### config.mk
export PLATFORM = sky130hd
export DESIGN_NAME = synch_fifo_wr_arb
export DESIGN_NICKNAME = d
export VERILOG_FILES = /design/src/rtl/synch_fifo_wr_arb.sv
export SDC_FILE = /design/constraint.sdc
export NUM_CORES = 1
export LEC_CHECK = 0
export CAP_MARGIN = 20
export CORE_MARGIN = 2
export CORE_UTILIZATION = 30
export CTS_BUF_LIST = sky130_fd_sc_hd__clkbuf_2 sky130_fd_sc_hd__clkbuf_4 sky130_fd_sc_hd__clkbuf_8
export DETAILED_ROUTE_END_ITERATION = 6
export PLACE_DENSITY = 0.88
export SYNTH_ARGS = -nofsm -noshare
export SYNTH_HDL_FRONTEND = slang
export SYNTH_SLANG_ARGS = --single-unit
export TNS_END_PERCENT = 10
### constraint.sdc
create_clock -name clk -period 6.4 [get_ports clk]
set_clock_uncertainty 0.2 [all_clocks]
set_input_delay 1.28 -clock clk [delete_from_list [all_inputs] [get_ports clk]]
set_output_delay 1.28 -clock clk [all_outputs]
set_load 0.02 [all_outputs]
### src/rtl/synch_fifo_wr_arb.sv
// synch_fifo_wr_arb: round-robin packet arbiter sharing one FIFO write port, with a stall watchdog
module synch_fifo_wr_arb #(
  parameter int NUM_REQ = 4,
  parameter int DW = 32,
  parameter int STALL_MAX = 64,
  localparam int IW = (NUM_REQ > 1) ? $clog2(NUM_REQ) : 1
) (
  input  logic                  clk,
  input  logic                  rst_,
  input  logic [NUM_REQ-1:0]    req_valid,
  input  logic [NUM_REQ-1:0]    req_last,
  input  logic [NUM_REQ*DW-1:0] req_data,
  output logic [NUM_REQ-1:0]    req_ready,
  input  logic                  fifo_full,
  output logic                  fifo_wr_en,
  output logic [DW-1:0]         fifo_data,
  output logic [IW-1:0]         fifo_src,
  output logic [IW-1:0]         grant_id,
  output logic                  locked,
  output logic                  stall_err
);
  localparam int SW = (STALL_MAX > 1) ? $clog2(STALL_MAX) : 1;
  typedef enum logic {IDLE, LOCK} state_t;
  state_t state;
  logic [IW-1:0] rr_ptr, pick, nxt;
  logic [SW-1:0] stall_cnt;
  logic gv, accept;
  // descending scan so the lowest offset from rr_ptr wins
  always_comb begin
    pick = rr_ptr;
    for (int i = NUM_REQ - 1; i >= 0; i--)
      if (req_valid[(int'(rr_ptr) + i) % NUM_REQ]) pick = IW'((int'(rr_ptr) + i) % NUM_REQ);
  end
  assign nxt = (grant_id == IW'(NUM_REQ - 1)) ? '0 : grant_id + 1'b1;
  assign locked = (state == LOCK);
  assign gv = req_valid[grant_id];
  assign accept = locked & gv & ~fifo_full;
  assign req_ready = (locked && !fifo_full) ? {{(NUM_REQ-1){1'b0}}, 1'b1} << grant_id : '0;
  assign fifo_wr_en = accept;
  assign fifo_data = req_data[grant_id*DW +: DW];
  assign fifo_src = grant_id;
  always_ff @(posedge clk or negedge rst_) begin
    if (!rst_) begin
      state <= IDLE;
      rr_ptr <= '0;
      grant_id <= '0;
      stall_cnt <= '0;
      stall_err <= 1'b0;
    end else begin
      stall_err <= 1'b0;
      if (state == IDLE) begin
        stall_cnt <= '0;
        if (|req_valid) begin
          grant_id <= pick;
          state <= LOCK;
        end
      end else if (accept) begin
        stall_cnt <= '0;
        if (req_last[grant_id]) begin
          state <= IDLE;
          rr_ptr <= nxt;
        end
      end else if (!gv) begin
        if (stall_cnt == SW'(STALL_MAX - 1)) begin
          stall_err <= 1'b1;
          state <= IDLE;
          rr_ptr <= nxt;
        end else stall_cnt <= stall_cnt + 1'b1;
      end
    end
  end
endmodule

==> run_results.csv <==
group,metric,value,unit
outcome,status,"finished, final reports clean",
cts,cts_setup_buffers,0,
timing,slew-limit-headroom,0.550,
detailed_routing,viasPerCell,5.25,
pwr,peakVddDrop,0.225,mV
placed_design,dpl_worst_slack,1750,ps
cts,cts_tree,"done",
worst_setup_path,reg2reg_depth,4,
timing,final-setup-viol-count,0,
worst_setup_path,r2r_slack,3810,ps
timing,max_freq,215,MHz
job,cap_violations,0,
hold_path,hp-start,"stall_cnt[1]",
hold_path,whs_path_depth,2,
global_routing,antenna_found_initial,0,
layout,nets,447,
cts,cts_root_buffer,"clkbuf_8",
pwr,p_per_area,329,nW/µm²
timing,worst_pin_slew,675,ps
synthesis,yosysSeqAreaShare,0.189,
detailed_routing,drt_iter0_drc,94,
hold_path,holdPathEnd,"stall_cnt[1]",
worst_setup_path,crit_path_start_kind,"primary input",
layout,mostFrequentLayoutCells,"clkdlybuf4s50_1, mux4_2, dfrtp_1, nand2_1",
detailed_routing,routed_wl,7590,µm
floorplanning,start_util,0.311,
synthesis,ys_ff_latch,12,
layout,final_common_cell,"clkdlybuf4s50_1",
timing,tns,0,ps
timing,period_minus_slack,4650,ps
synthesis,syn_area_per_cell,12.5,µm²
synthesis,yosys-mux-area-fraction,0.497,
worst_setup_path,critPathMaxFanout,12,
placed_design,gp_congestion,0.809,
cts,cts_buffer_depth,2,
detailed_routing,wl_met3,991,µm
detailed_routing,vias,1952,
layout,n_antenna_cell,0,
synthesis,synthCells,127,
pwr,p_leak,1.29,nW
worst_setup_path,critical_path_class,"primary input to output port",
pwr,finalPower,0.00115,W
global_routing,grt_pass1_vias,2032,
placed_design,dp_hpwl,6460,µm
detailed_routing,met1Wirelength,2620,µm
cts,numClockSinks,12,
layout,drive_above_1_share,0.156,
synthesis,yosysWarnings,0,
detailed_routing,top_layer_used,"met4",
detailed_routing,wl_met2,3760,µm
worst_setup_path,r2r-end,"rr_ptr[0]",
synthesis,synth-simple-area-share,0.121,
worst_setup_path,r2r_start,"fifo_src[0]",
floorplanning,fp.dieH,76.7,µm
synthesis,synthAdderAreaFrac,0.0394,
worst_setup_path,critPathRequiredTime,4920,ps
synthesis,synth.distinct_cells,35,
global_routing,gr-usage-all-layers,0.252,
cts,cts_buffers,3,
detailed_routing,firstDrtPassIters,4,
cts,clkSlewWorstSetupHoldPaths,50,ps
cts,post_cts_resized,0,
placed_design,portBuffers,181,
worst_setup_path,cp-end-kind,"output port",
floorplanning,die_area,5890,µm²
timing,finalHoldViolCount,0,
global_routing,grt_overflow,0,
synthesis,synth_compound_area_frac,0.0970,
floorplanning,core_area,5110,µm²
global_routing,grt_max_degree,41,
global_routing,grt_pass1_wl,11400,µm
hold_path,hp-class,"flip-flop to flip-flop",
cts,clk_latency,240,ps
floorplanning,die_w,76.7,µm
timing,min_period_over_period,0.727,
timing,drv_slew,0,
cts,htreeDepth,1,
synthesis,synth_xor_area_frac,0,
layout,area_delta_synth_final,119,%
detailed_routing,wire_per_inst,20.4,µm
floorplanning,io_pins,182,
timing,rsz0062_at_grt,"no",
worst_setup_path,critical_path_arrival,3170,ps
synthesis,synth_top_family_by_area,"multiplexers",
timing,setup_ws,1750,ps
cts,ctsHoldBuffers,0,
synthesis,syn_nets,271,
detailed_routing,ant_nets,0,
synthesis,synth_area,1590,µm²
detailed_routing,drc,0,
floorplanning,num_rows,26,
layout,n_fill_cell,403,
per-stage QoR:
step                      area (µm²)   util  std cells  hold slack (ps)
after floorplan                 1590      -        127              342
after global placement          3430  0.672        368              361
after detailed placement        3430  0.672        368              373
after CTS                       3480  0.681        372              381
after global routing            3480  0.681        372              416
final                           3480  0.681        372              380
cells in the mapped netlist:
cell | number | area (µm²)
o2111ai_1 | 1 | 8.76
ha_1 | 5 | 62.6
a311oi_1 | 1 | 8.76
a21boi_1 | 1 | 7.51
mux2_2 | 2 | 22.5
o21ai_2 | 1 | 8.76
a211o_1 | 1 | 8.76
o22ai_1 | 3 | 18.8
a31o_2 | 1 | 8.76
nor2b_1 | 4 | 25.0
nor3b_1 | 1 | 7.51
nor2_1 | 6 | 22.5
and3_1 | 2 | 12.5
mux4_2 | 34 | 766
nor4_1 | 1 | 6.26
a21oi_1 | 2 | 10.0
a21o_1 | 1 | 7.51
o21bai_1 | 1 | 7.51
a31oi_1 | 2 | 12.5
o221a_2 | 1 | 11.3
nand2_1 | 8 | 30.0
nand3_1 | 1 | 5.00
clkbuf_1 | 5 | 18.8
inv_1 | 5 | 18.8
nand2b_1 | 2 | 12.5
dfrtp_1 | 12 | 300
buf_4 | 2 | 15.0
buf_2 | 3 | 15.0
and2_1 | 6 | 37.5
nor3_4 | 1 | 16.3
o21ai_0 | 5 | 25.0
nand4_1 | 1 | 6.26
o311a_1 | 1 | 10.0
buf_6 | 2 | 22.5
nor3_1 | 2 | 10.0
sequential cells by signal, indices dropped and copies added (netlist names):
name and flops:
stall_err 1, rr_ptr 2, locked 1, fifo_src 2, stall_cnt 6
power by group:
| group | internal (W) | switching [W] |
|---|---|---|
| clock network | 0.0000479 | 0.0000258 |
| registers | 0.0000973 | 0.0000575 |
| logic | 0.000513 | 0.000405 |
critical path, stage by stage:
cell and delay [ps]:
clkdlybuf4s50_1 510, mux4_2 650, and2_1 190, clkdlybuf4s50_1 530
logic make-up (layout without fill, tap and decap cells):
group                      Yosys count  after routing
buffers and inverters               17            192
DFF                                 12             12
and+or+nand+nor                     35             35
adders and majority gates            5              5
muxes                               36             36
AOI/OAI and AO/OA                   22             22
worst max path at each step:
stage                 end  cells after the start          from  slack [ps]
2_1_floorplan  fifo_wr_en                      3  req_valid[3]        2780
3_3_place_gp   fifo_wr_en                      4  req_valid[3]        1760
3_5_place_dp   fifo_wr_en                      4  req_valid[3]        1750
4_1_cts        fifo_wr_en                      4  req_valid[3]        1750
5_1_grt        fifo_wr_en                      4  req_valid[3]        1670
6_report       fifo_wr_en                      4  req_valid[3]        1750
layer usage:
| layer | vias up | global-route usage |
|---|---|---|
| met2 | 136 | 0.439 |
| met3 | 19 | 0.114 |
| met4 | 0 | 0.0764 |
| li1 | 872 | - |
| met1 | 925 | 0.275 |
| met5 | - | 0 |
cell type report:
cell class / count / area (µm²) / share of cell area
Multi-Input combinational cell: 98 / 1200 / 0.344
Timing Repair Buffer: 183 / 1830 / 0.525
Clock buffer: 4 / 48.8 / 0.0140
Inverter: 5 / 18.8 / 0.00539
Sequential cell: 12 / 302 / 0.0867
Tap cell: 70 / 87.6 / 0.0252
Note: power is estimated with default switching activity, not from simulation.
